--- src/rtl/matrix_input_parser_pkg.sv ---
// rtl/matrix_input_parser_pkg.sv - shared constants, states and error codes for the matrix input parser
package matrix_input_parser_pkg;

    localparam int MAX_DIM_DEF = 5;
    localparam int MAX_VAL_DEF = 9;

    localparam logic [7:0] ASC_0     = 8'h30;
    localparam logic [7:0] ASC_9     = 8'h39;
    localparam logic [7:0] ASC_SPACE = 8'h20;
    localparam logic [7:0] ASC_CR    = 8'h0D;
    localparam logic [7:0] ASC_LF    = 8'h0A;

    typedef enum logic [2:0] {
        S_IDLE     = 3'd0,
        S_GET_M    = 3'd1,
        S_GET_N    = 3'd2,
        S_GET_ELEM = 3'd3,
        S_WRITE    = 3'd4,
        S_DONE     = 3'd5,
        S_ERR      = 3'd6
    } state_t;

    typedef enum logic [1:0] {
        ERR_OK   = 2'd0,
        ERR_CHAR = 2'd1,
        ERR_DIM  = 2'd2,
        ERR_ELEM = 2'd3
    } err_code_t;

    function automatic logic is_digit(input logic [7:0] b);
        return (b >= ASC_0) && (b <= ASC_9);
    endfunction

    function automatic logic is_delim(input logic [7:0] b);
        return (b == ASC_SPACE) || (b == ASC_CR) || (b == ASC_LF);
    endfunction

endpackage

--- src/rtl/matrix_input_parser_if.sv ---
// rtl/matrix_input_parser_if.sv - control, byte-stream and storage-write signals of the parser
interface matrix_input_parser_if;
    logic        w_en_input;
    logic        w_in_abort;
    logic [7:0]  w_in_base_addr;
    logic        rx_valid;
    logic [7:0]  rx_data;
    logic        w_in_wr_en;
    logic [7:0]  w_in_wr_addr;
    logic [31:0] w_in_wr_data;
    logic [31:0] w_in_m;
    logic [31:0] w_in_n;
    logic        w_in_busy;
    logic        w_in_done;
    logic        w_in_err;
    logic [1:0]  w_in_err_code;

    modport master (
        output w_en_input, w_in_abort, w_in_base_addr, rx_valid, rx_data,
        input  w_in_wr_en, w_in_wr_addr, w_in_wr_data, w_in_m, w_in_n,
               w_in_busy, w_in_done, w_in_err, w_in_err_code
    );

    modport slave (
        input  w_en_input, w_in_abort, w_in_base_addr, rx_valid, rx_data,
        output w_in_wr_en, w_in_wr_addr, w_in_wr_data, w_in_m, w_in_n,
               w_in_busy, w_in_done, w_in_err, w_in_err_code
    );
endinterface

--- src/rtl/matrix_input_parser_ascii_token_acc.sv ---
// rtl/matrix_input_parser_ascii_token_acc.sv - byte classifier and saturating decimal token accumulator
module ascii_token_acc
    import matrix_input_parser_pkg::*;
(
    input  logic       clk,
    input  logic       rst,
    input  logic       i_clear,
    input  logic       i_valid,
    input  logic [7:0] i_data,
    output logic       o_tok_commit,
    output logic [7:0] o_tok_value,
    output logic       o_bad_char
);

    logic [7:0]  r_acc;
    logic        r_tok_active;
    logic        w_digit;
    logic        w_delim;
    logic [11:0] w_sum;
    logic [7:0]  w_acc_next;

    assign w_digit = is_digit(i_data);
    assign w_delim = is_delim(i_data);

    // Low nibble of an ASCII digit is its value; 255*10+9 still fits in 12 bits.
    assign w_sum      = ({4'd0, r_acc} * 12'd10) + {8'd0, i_data[3:0]};
    assign w_acc_next = (w_sum > 12'd255) ? 8'hFF : w_sum[7:0];

    assign o_tok_commit = i_valid && w_delim && r_tok_active;
    assign o_tok_value  = r_acc;
    assign o_bad_char   = i_valid && !w_digit && !w_delim;

    always_ff @(posedge clk) begin
        if (rst || i_clear) begin
            r_acc        <= 8'd0;
            r_tok_active <= 1'b0;
        end else if (i_valid) begin
            if (w_digit) begin
                r_acc        <= w_acc_next;
                r_tok_active <= 1'b1;
            end else if (o_tok_commit) begin
                r_acc        <= 8'd0;
                r_tok_active <= 1'b0;
            end
        end
    end

endmodule

--- src/rtl/matrix_input_parser.sv ---
// rtl/matrix_input_parser.sv - parses "m n e0 .. e(m*n-1)" from ASCII bytes and writes elements row-major
module matrix_input_parser
    import matrix_input_parser_pkg::*;
#(
    parameter int MAX_DIM = MAX_DIM_DEF,
    parameter int MAX_VAL = MAX_VAL_DEF
) (
    input logic                  clk,
    input logic                  rst,
    matrix_input_parser_if.slave bus
);

    localparam int         TOT_W     = $clog2(MAX_DIM * MAX_DIM + 1);
    localparam logic [7:0] DIM_MAX_B = 8'(MAX_DIM);
    localparam logic [7:0] VAL_MAX_B = 8'(MAX_VAL);

    state_t          r_state;
    state_t          w_next;
    err_code_t       r_err_code;
    err_code_t       w_err_code;
    logic [7:0]      r_base;
    logic [7:0]      r_m;
    logic [7:0]      r_n;
    logic [7:0]      r_value;
    logic [TOT_W-1:0] r_total;
    logic [TOT_W-1:0] r_idx;
    logic            r_busy;
    logic            r_err;

    logic            w_start;
    logic            w_abort;
    logic            w_parsing;
    logic            w_commit;
    logic            w_bad;
    logic [7:0]      w_tok;
    logic            w_dim_ok;
    logic            w_last;
    logic [TOT_W-1:0] w_total;
    logic            w_wr_en;
    logic [7:0]      w_wr_addr;
    logic [31:0]     w_wr_data;
    logic            w_done;

    assign w_start   = (r_state == S_IDLE) && bus.w_en_input;
    assign w_abort   = bus.w_in_abort && (r_state != S_IDLE);
    assign w_parsing = (r_state == S_GET_M) || (r_state == S_GET_N) ||
                       (r_state == S_GET_ELEM) || (r_state == S_WRITE);
    assign w_dim_ok  = (w_tok != 8'd0) && (w_tok <= DIM_MAX_B);
    assign w_last    = (r_idx == (r_total - TOT_W'(1)));
    assign w_total   = TOT_W'(r_m) * TOT_W'(w_tok);

    // The accumulator keeps running through S_WRITE; it is held clear whenever no record is open.
    ascii_token_acc u_tok (
        .clk          (clk),
        .rst          (rst),
        .i_clear      (!w_parsing || w_abort),
        .i_valid      (bus.rx_valid && w_parsing && !w_abort),
        .i_data       (bus.rx_data),
        .o_tok_commit (w_commit),
        .o_tok_value  (w_tok),
        .o_bad_char   (w_bad)
    );

    always_ff @(posedge clk) begin
        if (rst) begin
            r_state <= S_IDLE;
        end else begin
            r_state <= w_next;
        end
    end

    always_comb begin
        w_next     = r_state;
        w_err_code = ERR_OK;
        case (r_state)
            S_IDLE: begin
                if (bus.w_en_input) w_next = S_GET_M;
            end
            S_GET_M, S_GET_N: begin
                if (w_bad) begin
                    w_next     = S_ERR;
                    w_err_code = ERR_CHAR;
                end else if (w_commit) begin
                    if (w_dim_ok) begin
                        w_next = (r_state == S_GET_M) ? S_GET_N : S_GET_ELEM;
                    end else begin
                        w_next     = S_ERR;
                        w_err_code = ERR_DIM;
                    end
                end
            end
            S_GET_ELEM: begin
                if (w_bad) begin
                    w_next     = S_ERR;
                    w_err_code = ERR_CHAR;
                end else if (w_commit) begin
                    if (w_tok > VAL_MAX_B) begin
                        w_next     = S_ERR;
                        w_err_code = ERR_ELEM;
                    end else begin
                        w_next = S_WRITE;
                    end
                end
            end
            S_WRITE: begin
                if (w_bad) begin
                    w_next     = S_ERR;
                    w_err_code = ERR_CHAR;
                end else begin
                    w_next = w_last ? S_DONE : S_GET_ELEM;
                end
            end
            S_DONE, S_ERR: w_next = S_IDLE;
            default:       w_next = S_IDLE;
        endcase
        if (w_abort) w_next = S_IDLE;
    end

    always_comb begin
        w_wr_en   = (r_state == S_WRITE) && !w_abort;
        w_wr_addr = 8'd0;
        w_wr_data = 32'd0;
        w_done    = ((r_state == S_DONE) || (r_state == S_ERR)) && !w_abort;
        if (w_wr_en) begin
            w_wr_addr = r_base + 8'(r_idx);
            w_wr_data = {24'd0, r_value};
        end
    end

    always_ff @(posedge clk) begin
        if (rst) begin
            r_base     <= 8'd0;
            r_m        <= 8'd0;
            r_n        <= 8'd0;
            r_value    <= 8'd0;
            r_total    <= '0;
            r_idx      <= '0;
            r_busy     <= 1'b0;
            r_err      <= 1'b0;
            r_err_code <= ERR_OK;
        end else begin
            if (w_start) begin
                r_base     <= bus.w_in_base_addr;
                r_m        <= 8'd0;
                r_n        <= 8'd0;
                r_total    <= '0;
                r_idx      <= '0;
                r_busy     <= 1'b1;
                r_err      <= 1'b0;
                r_err_code <= ERR_OK;
            end
            if ((r_state == S_GET_M) && (w_next == S_GET_N)) r_m <= w_tok;
            if ((r_state == S_GET_N) && (w_next == S_GET_ELEM)) begin
                r_n     <= w_tok;
                r_total <= w_total;
                r_idx   <= '0;
            end
            if ((r_state == S_GET_ELEM) && (w_next == S_WRITE)) r_value <= w_tok;
            if (w_wr_en) r_idx <= r_idx + TOT_W'(1);
            // Error flag rises on the edge into S_ERR so it is already high alongside done.
            if ((w_next == S_ERR) && (r_state != S_ERR)) begin
                r_err      <= 1'b1;
                r_err_code <= w_err_code;
            end
            if ((r_state == S_DONE) || (r_state == S_ERR) || w_abort) r_busy <= 1'b0;
        end
    end

    assign bus.w_in_wr_en    = w_wr_en;
    assign bus.w_in_wr_addr  = w_wr_addr;
    assign bus.w_in_wr_data  = w_wr_data;
    assign bus.w_in_done     = w_done;
    assign bus.w_in_busy     = r_busy;
    assign bus.w_in_err      = r_err;
    assign bus.w_in_err_code = r_err_code;
    assign bus.w_in_m        = {24'd0, r_m};
    assign bus.w_in_n        = {24'd0, r_n};

endmodule

--- src/flat_wrapper.sv ---
// flat-port wrapper written by rule: the top's interface ports become plain ports
module matrix_input_parser_flat import matrix_input_parser_pkg::*;
#(
    parameter int MAX_DIM = MAX_DIM_DEF,
    parameter int MAX_VAL = MAX_VAL_DEF
)
  (clk, rst, bus_w_en_input, bus_w_in_abort, bus_w_in_base_addr, bus_rx_valid, bus_rx_data, bus_w_in_wr_en, bus_w_in_wr_addr, bus_w_in_wr_data, bus_w_in_m, bus_w_in_n, bus_w_in_busy, bus_w_in_done, bus_w_in_err, bus_w_in_err_code);
  matrix_input_parser_if bus_i ();
  input logic clk;
  input logic rst;
  input wire logic [$bits(bus_i.w_en_input)-1:0] bus_w_en_input;
  input wire logic [$bits(bus_i.w_in_abort)-1:0] bus_w_in_abort;
  input wire logic [$bits(bus_i.w_in_base_addr)-1:0] bus_w_in_base_addr;
  input wire logic [$bits(bus_i.rx_valid)-1:0] bus_rx_valid;
  input wire logic [$bits(bus_i.rx_data)-1:0] bus_rx_data;
  output wire logic [$bits(bus_i.w_in_wr_en)-1:0] bus_w_in_wr_en;
  output wire logic [$bits(bus_i.w_in_wr_addr)-1:0] bus_w_in_wr_addr;
  output wire logic [$bits(bus_i.w_in_wr_data)-1:0] bus_w_in_wr_data;
  output wire logic [$bits(bus_i.w_in_m)-1:0] bus_w_in_m;
  output wire logic [$bits(bus_i.w_in_n)-1:0] bus_w_in_n;
  output wire logic [$bits(bus_i.w_in_busy)-1:0] bus_w_in_busy;
  output wire logic [$bits(bus_i.w_in_done)-1:0] bus_w_in_done;
  output wire logic [$bits(bus_i.w_in_err)-1:0] bus_w_in_err;
  output wire logic [$bits(bus_i.w_in_err_code)-1:0] bus_w_in_err_code;
  assign bus_i.w_en_input = bus_w_en_input;
  assign bus_i.w_in_abort = bus_w_in_abort;
  assign bus_i.w_in_base_addr = bus_w_in_base_addr;
  assign bus_i.rx_valid = bus_rx_valid;
  assign bus_i.rx_data = bus_rx_data;
  assign bus_w_in_wr_en = bus_i.w_in_wr_en;
  assign bus_w_in_wr_addr = bus_i.w_in_wr_addr;
  assign bus_w_in_wr_data = bus_i.w_in_wr_data;
  assign bus_w_in_m = bus_i.w_in_m;
  assign bus_w_in_n = bus_i.w_in_n;
  assign bus_w_in_busy = bus_i.w_in_busy;
  assign bus_w_in_done = bus_i.w_in_done;
  assign bus_w_in_err = bus_i.w_in_err;
  assign bus_w_in_err_code = bus_i.w_in_err_code;
  matrix_input_parser #(.MAX_DIM(MAX_DIM), .MAX_VAL(MAX_VAL)) u_core (.clk(clk), .rst(rst), .bus(bus_i));
endmodule
--- config.mk ---
export PLATFORM = sky130hd
export DESIGN_NAME = matrix_input_parser_flat
export DESIGN_NICKNAME = d
export VERILOG_FILES = /design/src/rtl/matrix_input_parser_pkg.sv /design/src/rtl/matrix_input_parser_if.sv /design/src/rtl/matrix_input_parser_ascii_token_acc.sv /design/src/rtl/matrix_input_parser.sv /design/src/flat_wrapper.sv
export SDC_FILE = /design/constraint.sdc
export NUM_CORES = 1
export LEC_CHECK = 0
export ABC_AREA = 1
export BUFFER_PORTS_ARGS = -buffer_cell sky130_fd_sc_hd__buf_2
export CORE_UTILIZATION = 40
export CTS_CLUSTER_SIZE = 24
export DETAILED_ROUTE_END_ITERATION = 8
export PLACE_DENSITY = 0.73
export SLEW_MARGIN = 10
export SYNTH_ARGS = -nofsm -noshare
export SYNTH_HDL_FRONTEND = slang
export SYNTH_HIERARCHICAL = 1
export SYNTH_SLANG_ARGS = --single-unit
--- constraint.sdc ---
create_clock -name clk -period 6.6 [get_ports clk]
set_input_delay 0.33 -clock clk [delete_from_list [all_inputs] [get_ports clk]]
set_output_delay 0.33 -clock clk [all_outputs]
set_load 0.01 [all_outputs]
* Word-level counts from Yosys, hierarchy flattened
Cells that the tools add are included.
** Word-level totals
- Flip-flop bits (word level) :: 58
- Bits in latches :: 0
- Memory bits (writable) :: 0
- Bits in read-only memories :: 0
- Input port bits :: 21
- Output and inout port bits :: 110
- Word-level logic and storage cells :: 116
- Memories kept :: 0
** Operators by class
- Add/sub/neg operators :: 4
- Multiply operators :: 2
- Div/mod/pow operators :: 0
- Order comparisons :: 5
- Equal/unequal tests :: 15
- Shift-type cells :: 0
- Muxes and demuxes :: 38
- Bitwise gates (word level) :: 0
- Reductions and logical operators :: 40
** Operators with widths (number)
- 8-bit two-way mux :: 8
- 3-bit two-way mux :: 9
- 5-bit two-way mux :: 4
- 2-bit two-way mux :: 9
- 8-bit by 4-bit equality test with 1-bit output, second input constant :: 2
- 1-bit logical AND :: 16
- 3-bit equality test, second input constant :: 5
- 12-bit by 4-bit adder with 12-bit output :: 1
- 3-bit by 2-bit equality test with 1-bit output, second input constant :: 4
- 12-bit by 8-bit > comparator with 1-bit output, second input constant :: 1
- 3-bit one-hot mux with 4 select lines :: 1
- 8-bit by 3-bit multiplier with 11-bit output, second input constant :: 1
- 1-bit logical OR :: 9
- 8-bit by 5-bit adder with 8-bit output :: 1
- 8-bit by 6-bit equality test with 1-bit output, second input constant :: 1
- 8-bit by 6-bit greater-or-equal comparator with 1-bit output, second input constant :: 1
- 8-bit by 4-bit > comparator with 1-bit output, second input constant :: 1
- 8-bit by 3-bit <= comparator with 1-bit output, second input constant :: 1
- 8-bit by 6-bit <= comparator with 1-bit output, second input constant :: 1
- 2-bit nonzero test :: 4
- 8-bit nonzero test :: 1
- 1-bit two-way mux :: 6
- 2-bit one-hot mux with 3 select lines :: 1
- 3-bit nonzero test :: 2
- 10 further kinds :: 14

* Depth between registers and ports, before layout
Gate-level depths: netlist of run 1.
- Depth after elaboration :: 16
- Depth in mapped cells :: 20
- Depth with buffers taken out :: 19

* Modules after synthesis
The synthesis of run 1 kept the hierarchy.
** By module, submodules not included
- matrix_input_parser :: times used 1, cells an instance 481, area each 3290.7 um^2, sequential area each 980.9 um^2
- ascii_token_acc :: times used 1, cells an instance 150, area each 1017.2 um^2, sequential area each 180.2 um^2

* Least setup slack after synthesis of run 1
OpenSTA, ideal clock, no wires.
- Path kind :: register -> register
- Start point :: register u_core.u_tok.r_acc[2], in the netlist u_core/u_tok/o_tok_value[2]
- End point :: register u_core.r_total[4]
- Library setup time :: 132 ps
- Arrival :: 2693 ps
- Required time :: 6468 ps
- Path slack :: 3775 ps
- Stages on the path, launching flop included :: 15
- Buffers on the path :: 1
- Clock period less this slack :: 2825 ps
- Cell sequence :: dfxtp_1 -> buf_2 -> nand2_1 -> inv_1 -> ha_1 -> ha_1 -> inv_1 -> fa_1 -> fa_1 -> xor2_1 -> xor2_1 -> xor2_1 -> inv_1 -> nand2_1 -> a21oi_1
** Between the ends
- Longest elaborated chain between the ends :: 10
- Elaborated cells on any way between the ends :: 17
- Those cells by class :: 1 x mul; 2 x order compare; 1 x eq/ne; 9 x mux; 4 x reduce/logical
** Ends and longest elaborated chain
- start: declaration :: RTL line matrix_input_parser_ascii_token_acc.sv:15 : logic [7:0] r_acc;
- start signal: assignment :: RTL line matrix_input_parser_ascii_token_acc.sv:39 : r_acc <= w_acc_next;
- 8-bit by 3-bit <= comparator with 1-bit output or 8-bit nonzero test (tied branches) :: RTL line matrix_input_parser.sv:48 : assign w_dim_ok = (w_tok != 8'd0) && (w_tok <= DIM_MAX_B);
- 1-bit logical AND :: RTL line matrix_input_parser.sv:48
- 3-bit two-way mux :: RTL line matrix_input_parser.sv:84 : if (w_dim_ok) begin
- 3-bit two-way mux :: RTL line matrix_input_parser.sv:83 : end else if (w_commit) begin
- 3-bit two-way mux :: RTL line matrix_input_parser.sv:80 : if (w_bad) begin
- 3-bit one-hot mux with 4 select lines :: RTL line matrix_input_parser.sv:75 : case (r_state)
- 3-bit two-way mux :: RTL line matrix_input_parser.sv:116 : if (w_abort) w_next = S_IDLE;
- 3-bit by 2-bit equality test with 1-bit output :: RTL line matrix_input_parser.sv:153 : if ((r_state == S_GET_N) && (w_next == S_GET_ELEM)) begin
- 1-bit logical AND :: RTL line matrix_input_parser.sv:153
- 5-bit two-way mux or 2-bit nonzero test (tied branches)
- end signal: assignment :: RTL line matrix_input_parser.sv:155 : r_total <= w_total;
- end: declaration :: RTL line matrix_input_parser.sv:25 : logic [TOT_W-1:0] r_total;
Parallel ways exist; a longest one is shown, timed or not.
A chain may end at the register's enable or synchronous reset.

* Final worst setup path of run 1
- Start point :: register u_core.r_state[1]
- End point :: register u_core.r_m[3]
** Between the ends
- Elaborated cells on any way between the ends :: 33
- Those cells by class :: 5 x eq/ne; 11 x mux; 17 x reduce/logical
** RTL lines
- start: declaration :: RTL line matrix_input_parser.sv:17 : state_t r_state;
- start signal: assignment :: RTL line matrix_input_parser.sv:68 : r_state <= w_next;
- 3-bit by 1-bit equality test with 1-bit output or 3-bit by 2-bit equality test with 1-bit output (tied branches) :: RTL line matrix_input_parser.sv:46 : assign w_parsing = (r_state == S_GET_M) || (r_state == S_GET_N) ||
- 1-bit logical OR (2 in a row) :: RTL line matrix_input_parser.sv:46
- 1-bit logical OR :: RTL line matrix_input_parser.sv:47 : (r_state == S_GET_ELEM) || (r_state == S_WRITE);
- 1-bit logical AND :: RTL line matrix_input_parser.sv:57 : .i_valid (bus.rx_valid && w_parsing && !w_abort),
- 1-bit logical AND (*) :: RTL line matrix_input_parser.sv:57
- 1-bit logical AND (*) (2 in a row) :: RTL line matrix_input_parser_ascii_token_acc.sv:31 : assign o_bad_char = i_valid && !w_digit && !w_delim;
- named net u_core.w_bad :: RTL line matrix_input_parser.sv:34 : logic w_bad;
- 3-bit two-way mux (on tied branches) :: RTL line matrix_input_parser.sv:106, matrix_input_parser.sv:80, matrix_input_parser.sv:93
- 3-bit one-hot mux with 4 select lines (*) :: RTL line matrix_input_parser.sv:75
- 3-bit two-way mux (*) :: RTL line matrix_input_parser.sv:116
- 3-bit by 2-bit equality test with 1-bit output (*) :: RTL line matrix_input_parser.sv:152 : if ((r_state == S_GET_M) && (w_next == S_GET_N)) r_m <= w_tok;
- 1-bit logical AND (*) :: RTL line matrix_input_parser.sv:152
- 8-bit two-way mux or 2-bit nonzero test (tied branches)
- end signal: assignment :: RTL line matrix_input_parser.sv:152
- end: declaration :: RTL line matrix_input_parser.sv:22 : logic [7:0] r_m;
The timed path passes the listed nets; every way through them passes the cells marked *.

==> impl_metrics.yaml, run 1 <==
placed_design:
  place_area_sq_mm: 0.00443
  io_buffers: 58
  dpl_worst_slack_ns: 3.51
  place_congestion: 0.929
  hpwl_mm: 6.56
detailed_routing:
  final_antenna_net_count: 0
  first_pass_iters: 4
  num_vias: 3714
  via_per_inst: 4.49
  drc: 0
  drt-initial-drc-count: 185
  routedWlPerCell_um: 10.4
  wl_mm: 8.61
clocking:
  clk_path_buf_depth: 2
  cts_hold_buf: 0
  cts_tree: "built"
  clkLatencyLatePin_ns: 0.34
  cts_root_buffer: "clkbuf_8"
  cts_setup_buffers: 0
  clock_sinks: 58
  numCtsBuffers: 9
  htreeDepth: 3
  clk_pin_slew_ns: 0.07
  post_cts_resized: 0
power_and_ir_drop:
  ir_worst_vdd_mv: 0.120
  p_leak_nw: 2.35
  power_w: 0.000841
  p_per_area_mw_per_mm2: 180
timing:
  period_minus_slack_ns: 3.15
  fin_ws_ns: 3.45
  worst_pin_slew_ns: 0.833
  hold_viol_final: 0
  slew_violations: 0
  whs_ns: 0.269
  relSlewSlack_pct: 44.3
  fin_setup_tns_ns: 0
  finalCritPeriodShare_pct: 47.7
  rsz0062_at_grt: "false"
  fin_skew_ns: 0.0114
  setup_viol: 0
  max_freq_mhz: 317
floorplanning:
  pin_count: 131
  die_h_um: 106
  die_x_um: 106
  placementRows: 37
  core_area_sq_mm: 0.0104
  initial_utilization_pct: 41.5
  die_area_sq_mm: 0.0112
worst_setup_path:
  crit_arrival_ns: 3.34
  crit_fanout: 8
  reg2reg_from: "u_core/r_state[1]"
  critPathLaunchType: "register"
  timing.rr.end: "u_core/r_m[3]"
  criticalPathCategory: "register to register"
  r2r_cells: 16
  crit_path_end_kind: "register"
  startpoint: "u_core/r_state[1]"
  worstSetupEndpoint: "u_core/r_m[3]"
  ff2ff_setup_slack_ns: 3.45
  worstPathRequired_ns: 6.79
global_route:
  grt_max_degree: 46
  grt_usage_pct: 16.1
  antenna_found_initial: 0
  grt_pass1_vias: 3269
  overflow: 0
  grt_pass1_wl_mm: 14.6
synth:
  yosys_warnings: 6
  yosys.area_share.xor_xnor_pct: 2.85
  synthTopCellsByArea: "dfxtp_1 (27%), nand2_1 (13%), buf_4 (13%)"
  ys_seq_area_share_pct: 27.0
  avgSynthCellArea_sq_um: 6.83
  ys_types: 39
  syn_inst: 631
  synth_compound_area_share_pct: 10.5
  synth-seq-cells: 58
  synth_area_sq_mm: 0.00431
  synth_mux_area_share_pct: 0
  yosysTopAreaCell: "dfxtp_1"
  synth_top_family_by_area: "simple AND/OR/NAND/NOR gates"
  netlist.area_leader.share_pct: 27.0
  yosys.area_share.simple_pct: 28.3
  synth_adder_area_share_pct: 10.5
final_layout:
  nets: 740
  postLayoutCellArea_sq_mm: 0.00468
  syn2layout_area_growth_pct: 8.66
  antenna_cells: 0
  post_route_cells_drive_above_1_share_pct: 15.2
  nFillCells: 1112
min_path:
  hold_path_class: "primary input to register"
status:
  status: "complete, no violations"
run:
  cap_violations: 0
## synth_stat cells, drive strengths merged
master  instances
a211oi          1
a21o            1
a21oi          53
a31oi           2
buf            79
clkbuf          6
clkinv          2
conb            1
dfxtp          58
fa              5
ha             28
inv            75
nand2         158
nand3          41
nor2           64
nor3           11
nor3b           6
nor4            1
o211ai          1
o21ai          17
o21bai          2
o31ai           1
or2             4
xnor2           9
xor2            5
## state kept, by name (all words and copies together), names as in the netlist, 2 cells and up
name,count
u_core/r_n,8
u_core/r_state,3
u_core/u_tok/o_tok_value,8
u_core/r_idx,5
u_core/r_base,8
u_core/r_total,5
u_core/r_value,8
u_core/r_m,8
u_core/bus.w_in_err_code,2
## cell families after synthesis
group | Yosys count
AOI/OAI and AO/OA | 78
xor gates and xnor gates | 14
adders and majority gates | 33
buffers and inverters | 162
DFF | 58
other | 1
and+or+nand+nor | 285
## layout by cell type (no fill, tap or decap), types with 2 or more instances in the layout
cell and count:
xnor2_1 9, fa_1 5, clkbuf_8 10, o21ai_0 16, nor2_2 6, a31oi_1 2, inv_2 5, ha_1 28
dfxtp_1 58, inv_1 70, buf_2 58, nor2_1 56, or2_1 2, clkinv_4 2, a21oi_2 8, clkinvlp_4 2
conb_1 72, nor3b_1 6, a21oi_1 45, nand2_1 154, nand3_1 40, xor2_1 5, bufinv_16 3, nor2_4 2
nand2_2 4, nor3_1 11
## layout make-up
| class | instances | area [sq um] | share of cell area, % |
|---|---|---|---|
| flip-flops and latches | 58 | 1160 | 24.8 |
| multi-input cells | 482 | 2510 | 53.7 |
| clock buffers | 10 | 138 | 2.94 |
| repair buffers | 58 | 290 | 6.20 |
| inverters | 77 | 294 | 6.28 |
| clock inverters | 6 | 114 | 2.43 |
| well taps | 136 | 170 | 3.64 |
## power by group
part	total, W	switching (W)	internal (W)
registers	0.000359	0.00000376	0.000355
logic	0.0000745	0.0000574	0.0000171
clock network	0.000408	0.000147	0.000261
## metal layers
metal / track usage (%) / part of all wire (%) / up-vias
met5: 0 / 0 / -
met4: 4.66 / 1.2 / 0
met3: 4.02 / 4.4 / 9
met2: 28.0 / 49 / 101
met1: 19.6 / 45 / 1650
li1: - / - / 1954
## how the worst min path moves through the flow
stage | startpoint | end | slack, ns | cells after the start
after floorplan | u_core/r_value[4] | u_core/r_value[4] | 0.42 | 2
final | bus_w_in_base_addr[5] | u_core/r_base[5] | 0.27 | 3
after global routing | bus_w_in_base_addr[5] | u_core/r_base[5] | 0.26 | 3
after detailed placement | u_core/r_n[3] | u_core/r_n[3] | 0.43 | 2
after global placement | u_core/r_n[4] | u_core/r_n[4] | 0.42 | 2
after CTS | bus_w_in_base_addr[5] | u_core/r_base[5] | 0.25 | 3
## worst max-delay path, cell delays in order, from the launching register on
cell and delay [ns]:
dfxtp_1 0.44, nand3_2 0.16, nand2_1 0.16, nor2_1 0.07
nand2_1 0.09, nand2_1 0.06, nor2_1 0.17, nor3b_1 0.72
o21ai_0 0.19, nand2_1 0.10, nor2_1 0.04, nand2_1 0.10
nand2_1 0.08, nor2_2 0.26, nand2_2 0.14, nand2_2 0.14
nor3b_1 0.08
## metrics by stage
| stage | std cells | util (%) |
|---|---|---|
| 6_report | 827 | 45.1 |
| 3_3_place_gp | 811 | 42.7 |
| 3_5_place_dp | 811 | 42.7 |
| 2_1_floorplan | 702 | - |
| 4_1_cts | 827 | 45.1 |
| 5_1_grt | 827 | 45.1 |
Note: power is estimated with default switching activity, not from simulation.
==> run 2, diff against run 1 <==
--- a/config.mk
+++ b/config.mk
@@ -5,12 +5,12 @@
 export SDC_FILE = /design/constraint.sdc
 export NUM_CORES = 1
 export LEC_CHECK = 0
-export ABC_AREA = 1
+export ABC_AREA = 0
 export BUFFER_PORTS_ARGS = -buffer_cell sky130_fd_sc_hd__buf_2
 export CORE_UTILIZATION = 40
 export CTS_CLUSTER_SIZE = 24
 export DETAILED_ROUTE_END_ITERATION = 8
-export PLACE_DENSITY = 0.73
+export PLACE_DENSITY = 0.75
 export SLEW_MARGIN = 10
 export SYNTH_ARGS = -nofsm -noshare
 export SYNTH_HDL_FRONTEND = slang
==> constraint.sdc (replaced) <==
create_clock -name clk -period 2.5 [get_ports clk]
set_input_delay 0.125 -clock clk [delete_from_list [all_inputs] [get_ports clk]]
set_output_delay 0.125 -clock clk [all_outputs]
set_load 0.01 [all_outputs]
==> run 2 against run 1 <==
The flow now finishes with violations (setup timing). Clock skew decreased by 0.0045 ns. Highest routed layer unchanged. Synthesized area decreased by 1.0%. Total power increased by 140%. Sequential power increased to 2.6 times the previous value. Critical path depth decreased by 5. Critical endpoint is now u_core/r_total[4]. Register-to-register slack got worse by 3.7 ns.
==> impl_metrics.yaml, run 2 <==
clocking:
  clock_sinks: 58
  cts_tree: "built"
  clk_pin_slew_ns: 0.07
  htreeDepth: 3
  cts_hold_buf: 0
  clkLatencyLatePin_ns: 0.33
  clk_path_buf_depth: 2
  numCtsBuffers: 9
  cts_root_buffer: "clkbuf_8"
min_path:
  hold_path_class: "primary input to register"
timing:
  fin_setup_tns_ns: -0.358
  slew_violations: 0
  worst_pin_slew_ns: 1.01
  max_freq_mhz: 370
  period_minus_slack_ns: 2.70
  whs_ns: 0.0288
  hold_viol_final: 0
  fin_ws_ns: -0.204
  setup_viol: 8
  fin_skew_ns: 0.00690
  finalCritPeriodShare_pct: 108
  relSlewSlack_pct: 32.3
  rsz0062_at_grt: "true"
placed_design:
  io_buffers: 58
  dp_cells: 743
  dpl_worst_slack_ns: -0.213
  place_congestion: 0.917
  hpwl_mm: 7.51
floorplanning:
  core_area_sq_mm: 0.0103
  die_h_um: 105
  die_x_um: 105
  pin_count: 131
  die_area_sq_mm: 0.0111
  placementRows: 37
  initial_utilization_pct: 41.3
worst_setup_path:
  criticalPathCategory: "register to register"
  worstPathCellList: "and2_4 -> ha_4 -> ha_4 -> inv_2 -> fa_1 -> fa_2 -> xnor2_2 -> xnor2_2 -> xnor2_1 -> xnor2_1 -> o31ai_2"
  worstPathRequired_ns: 2.75
  crit_slowest_cell: "fa_1"
  critPathLaunchType: "register"
  cpLargestDelayFamily: "adder cells"
  worst-path-buf-inv: 1
  slowest_delay_ns: 0.45
  crit_fanout: 2
  crit_arrival_ns: 2.96
  crit_path_end_kind: "register"
detailed_routing:
  wl_mm: 10.7
  first_pass_iters: 4
  top_layer: "met4"
  routedWlPerCell_um: 13.8
  wl_met2_mm: 5.36
  drt-initial-drc-count: 202
  routedLengthMet1_mm: 4.59
  final_antenna_net_count: 0
  via_per_inst: 4.98
  drc: 0
  num_vias: 3851
  wl_met3_um: 568
power_and_ir_drop:
  internal_power_w: 0.00147
  seqPwrFrac_pct: 46.4
  p_comb_share_pct: 14.1
  p_leak_nw: 2.48
  switching_power_w: 0.000574
  p_sw_share_pct: 28.0
  clkPwrFrac_pct: 39.5
  ir_worst_vdd_mv: 0.265
  p_per_area_mw_per_mm2: 379
final_layout:
  antenna_cells: 0
  nFillCells: 940
  multi_input_area_sq_mm: 0.00301
  final_cell_mix: "conb_1 (72), buf_2 (58), buf_4 (56)"
  seq_area_sq_mm: 0.00117
  stdcell_count: 774
  layout_commonest_cell: "conb_1"
  post_route_cells_drive_above_1_share_pct: 33.4
  syn2layout_area_growth_pct: 26.8
  nets: 687
synth:
  ys_seq_area_share_pct: 27.2
  avgSynthCellArea_sq_um: 8.22
  syn_inst: 519
  synth_common_cells: "buf_4 (75), dfxtp_1 (58), nand2_1 (49), a21oi_1 (42), nor2_1 (33)"
  synth_edf_count: 0
  yosys_warnings: 6
  synth_area_sq_mm: 0.00426
  synthTopCellsByArea: "dfxtp_1 (27%), buf_4 (13%), ha_1 (8.2%)"
  synth-seq-cells: 58
  async_flop_share_pct: 0
  yosysMostFrequentCell: "buf_4"
  netlist.area_leader.share_pct: 27.2
  ys_types: 62
  yosysTopAreaCell: "dfxtp_1"
  ys.flop_type: "dfxtp_1"
global_route:
  overflow: 0
  grt_pass1_wl_mm: 16.2
  grt_pass1_vias: 3485
  grt_max_degree: 31
  grt_usage_pct: 18.1
  antenna_found_initial: 0
status:
  status: "finished with violations"
  violations: "setup timing"
run:
  cap_violations: 0
[run 2: changes by cell type in the layout (fill, tap and decap cells not counted), sizes merged, moves of 9 or more]
cell,previous run,this run
a21oi,53,42
and2,0,24
and3,0,13
buf,58,121
inv,75,20
mux2i,0,12
nand2,158,49
nand3,41,17
nor2,64,33
xnor2,9,18
[run 2: worst paths after layout]
kind,end,slack (ns),cells past startpoint,startpoint
max,u_core/r_total[4],-0.20,11,u_core/r_m[1]
min,u_core/r_base[3],0.03,3,bus_w_in_base_addr[3]
max reg2reg,u_core/r_total[4],-0.20,11,u_core/r_m[1]
min reg2reg,u_core/r_value[7],0.46,1,u_core/r_value[7]
[run 2: layout make-up]
class | instances | share of cell area, %
sequential | 58 | 21.6
multi-input combinational | 423 | 55.7
clock buffer | 12 | 3.05
clock inverter | 4 | 0.463
inverter | 20 | 1.43
timing repair buffer | 121 | 14.6
tap | 136 | 3.15
[run 2: routing by layer]
metal,global-route usage (%),vias up
met5,0,-
li1,-,1872
met4,7.04,0
met3,4.51,17
met2,31.1,136
met1,21.7,1826
[run 2: power by group through the flow]
stage	Clock [W]	Combinational (W)	Sequential, W
after floorplan	0	0.000255	0.000970
after global placement	0	0.000238	0.000970
after global routing	0.000870	0.000317	0.000952
after detailed placement	0	0.000244	0.000971
final	0.000810	0.000289	0.000951
after CTS	0.000827	0.000246	0.000950
[run 2: cells by family after synthesis]
| group | Yosys count | share of synthesized area, % |
|---|---|---|
| multiplexers | 13 | 3.17 |
| AND/OR/NAND/NOR | 181 | 22.4 |
| buffers and inverters | 110 | 16.5 |
| adder cells (fa/ha/maj) | 33 | 10.6 |
| AO/OA/AOI/OAI | 97 | 14.7 |
| flip-flops | 58 | 27.2 |
| other | 1 | 0.0879 |
| XOR/XNOR | 26 | 5.34 |
[run 2: repair_timing]
action | CTS | global route
resized for setup | 21 | 44
endpoints found under the setup margin | 21 | 41
pin swaps | 7 | 26
buffers inserted | 1 | 13
gates cloned | 0 | 1
[run 2: metrics by stage]
| stage | instance area, sq um | utilization (%) | power (W) |
|---|---|---|---|
| finish | 5410 | 52.4 | 0.00205 |
| global route | 5410 | 52.4 | 0.00214 |
| CTS | 5100 | 49.4 | 0.00202 |
| detailed placement | 4800 | 46.5 | 0.00122 |
| global placement | 4800 | 46.5 | 0.00121 |
| floorplan | 4620 | - | 0.00122 |
[run 2: tightest hold or removal path: cells and delay by family]
kind,cells,cell delay (ns)
simple gates,1,0.05
compound gates,1,0.05
buf+inv,1,0.10
==> run 3, diff against run 2 <==
--- a/config.mk
+++ b/config.mk
@@ -14,5 +14,4 @@
 export SLEW_MARGIN = 10
 export SYNTH_ARGS = -nofsm -noshare
 export SYNTH_HDL_FRONTEND = slang
-export SYNTH_HIERARCHICAL = 1
 export SYNTH_SLANG_ARGS = --single-unit
==> run 3 against run 2 <==
The flow still finishes with violations (setup timing). Sequential share of layout area is 1.7 points higher. Global-route usage increased by 0.96 points. Synthesized cell count grew 0.19%. Clock skew rose by 0.0060 ns. Cell count decreased by 4.4%. Non-clock buffer count fell by 30. Total power increased by 11%. Critical endpoint is now u_core.r_total[4]. Largest cell class unchanged. Highest routed layer unchanged.
==> impl_metrics.yaml, run 3 <==
power_and_ir_drop:
  p_sw_share_pct: 25.6
  internal_power_w: 0.00170
  clkPwrFrac_pct: 46.7
  ir_worst_vdd_mv: 0.214
  p_comb_share_pct: 11.3
  p_per_area_mw_per_mm2: 455
  p_leak_nw: 2.30
  switching_power_w: 0.000584
  power_w: 0.00228
  seqPwrFrac_pct: 42.1
floorplanning:
  die_area_sq_mm: 0.0110
  die_x_um: 105
  core_area_sq_mm: 0.0103
  placementRows: 37
  die_h_um: 105
  pin_count: 131
  initial_utilization_pct: 41.2
synth:
  synth_area_sq_mm: 0.00424
  yosys_warnings: 0
  ys_types: 57
  ys.flop_type: "dfxtp_1"
  avgSynthCellArea_sq_um: 8.15
  synth-seq-cells: 58
  synthTopCellsByArea: "dfxtp_1 (27%), buf_4 (13%), ha_1 (8.3%)"
  yosysMostFrequentCell: "buf_4"
  netlist.area_leader.share_pct: 27.4
  async_flop_share_pct: 0
  yosysTopAreaCell: "dfxtp_1"
  synth_edf_count: 0
  syn_inst: 520
  synth_common_cells: "buf_4 (72), dfxtp_1 (58), nand2_1 (52), a21oi_1 (47), nor2_1 (30)"
  ys_seq_area_share_pct: 27.4
timing:
  fin_skew_ns: 0.0129
  slew_violations: 0
  rsz0062_at_grt: "true"
  period_minus_slack_ns: 2.73
  relSlewSlack_pct: 26.6
  worst_pin_slew_ns: 1.10
  max_freq_mhz: 366
  fin_ws_ns: -0.231
  finalCritPeriodShare_pct: 109
  hold_viol_final: 0
  whs_ns: 0.0147
  setup_viol: 9
  fin_setup_tns_ns: -0.484
worst_setup_path:
  crit_path_end_kind: "register"
  reg2reg_from: "u_core.r_m[1]"
  startpoint: "u_core.r_m[1]"
  criticalPathCategory: "register to register"
  critPathLaunchType: "register"
  ff2ff_setup_slack_ns: -0.23
  crit_arrival_ns: 3.01
  r2r_cells: 13
  worstPathRequired_ns: 2.78
  worstSetupEndpoint: "u_core.r_total[4]"
  crit_fanout: 2
  timing.rr.end: "u_core.r_total[4]"
global_route:
  antenna_found_initial: 0
  grt_usage_pct: 19.1
  grt_max_degree: 32
  grt_pass1_vias: 3615
  grt_pass1_wl_mm: 17.0
  overflow: 0
detailed_routing:
  wl_mm: 10.4
  drt-initial-drc-count: 281
  final_antenna_net_count: 0
  via_per_inst: 5.04
  num_vias: 3727
  drc: 0
  routedWlPerCell_um: 14.0
  first_pass_iters: 5
final_layout:
  seq_area_sq_mm: 0.00117
  multi_input_area_sq_mm: 0.00283
  antenna_cells: 0
  nFillCells: 985
  post_route_cells_drive_above_1_share_pct: 25.2
  final_cell_mix: "conb_1 (72), buf_2 (58), nand2_1 (52), dfxtp_1 (52), a21oi_1 (44)"
  nets: 654
  stdcell_count: 740
  layout_commonest_cell: "conb_1"
  syn2layout_area_growth_pct: 18.2
clocking:
  clkLatencyLatePin_ns: 0.35
  cts_root_buffer: "clkbuf_8"
  htreeDepth: 3
  clock_sinks: 58
  clk_pin_slew_ns: 0.07
  cts_hold_buf: 0
  clk_path_buf_depth: 2
  numCtsBuffers: 9
  cts_tree: "built"
placed_design:
  dp_cells: 720
  io_buffers: 58
  place_congestion: 0.874
  hpwl_mm: 7.92
status:
  status: "finished with violations"
  violations: "setup timing"
run:
  cap_violations: 0
min_path:
  hold_path_class: "primary input to register"
-- run 3: logic make-up after synthesis --
group,Yosys count,share of synthesized area (%)
buffers and inverters,107,16.0
adder cells (fa/ha/maj),33,10.6
AND/OR/NAND/NOR,178,22.1
XOR/XNOR,29,5.99
AO/OA/AOI/OAI,110,16.9
flip-flops,58,27.4
other,1,0.0885
multiplexers,4,0.945
-- run 3: layout make-up --
type	instances	share of cell area, %
multi-input combinational	426	56.5
sequential	58	23.3
timing repair buffer	91	11.0
tap	136	3.40
clock buffer	10	2.75
clock inverter	5	2.05
inverter	14	1.05
-- run 3: repair_timing --
action | 4_1_cts | 5_1_grt
hold endpoints to repair | 0 | 0
resized for setup | 23 | 9
setup endpoints to repair | 10 | 19
buffers inserted | 4 | 1
pin swaps | 15 | 10
-- run 3: worst min-delay path by stage --
stage | end | from | slack [ns] | cells past startpoint
6_report | u_core.r_base[7] | bus_w_in_base_addr[7] | 0.01 | 3
5_1_grt | u_core.r_base[1] | bus_w_in_base_addr[1] | 0.02 | 3
4_1_cts | u_core.r_base[2] | bus_w_in_base_addr[2] | 0.01 | 3
3_5_place_dp | u_core.r_base[2] | bus_w_in_base_addr[2] | 0.38 | 3
3_3_place_gp | u_core.r_base[5] | bus_w_in_base_addr[5] | 0.37 | 3
2_1_floorplan | u_core.u_tok.o_tok_value[0] | bus_rx_data[0] | 0.26 | 2
-- run 3: metal layers --
metal	share of wire, %	up-vias	GRT usage [%]	routed length (um)
li1	-	1834	-	-
met1	43	1760	22.5	4470
met2	51	115	34.3	5330
met3	4.2	18	4.05	439
met4	1.2	0	5.94	125
met5	0	-	0	0
-- run 3: power groups by stage --
stage	clock network [W]	logic, W	registers, W
2_1_floorplan	0	0.000268	0.000971
3_3_place_gp	0	0.000242	0.000978
3_5_place_dp	0	0.000249	0.000979
4_1_cts	0.00107	0.000252	0.000958
5_1_grt	0.00112	0.000286	0.000960
6_report	0.00107	0.000257	0.000959
-- run 3: critical path, stage by stage, from the launching register on --
cell,delay (ns)
dfxtp_2,0.33
and2_4,0.16
ha_4,0.24
ha_4,0.26
inv_2,0.03
fa_1,0.47
inv_1,0.05
fa_2,0.34
xnor2_2,0.14
xnor2_1,0.17
xnor2_1,0.15
xnor2_1,0.13
nand2_1,0.08
a21oi_2,0.10
-- run 3: per-stage QoR --
step	setup WS, ns	area (sq um)	util (%)
6_report	-0.231	5010	48.7
5_1_grt	-0.377	5010	48.7
4_1_cts	-0.236	4960	48.3
3_5_place_dp	-0.295	4600	44.7
3_3_place_gp	-0.178	4600	44.7
2_1_floorplan	-0.292	4560	-
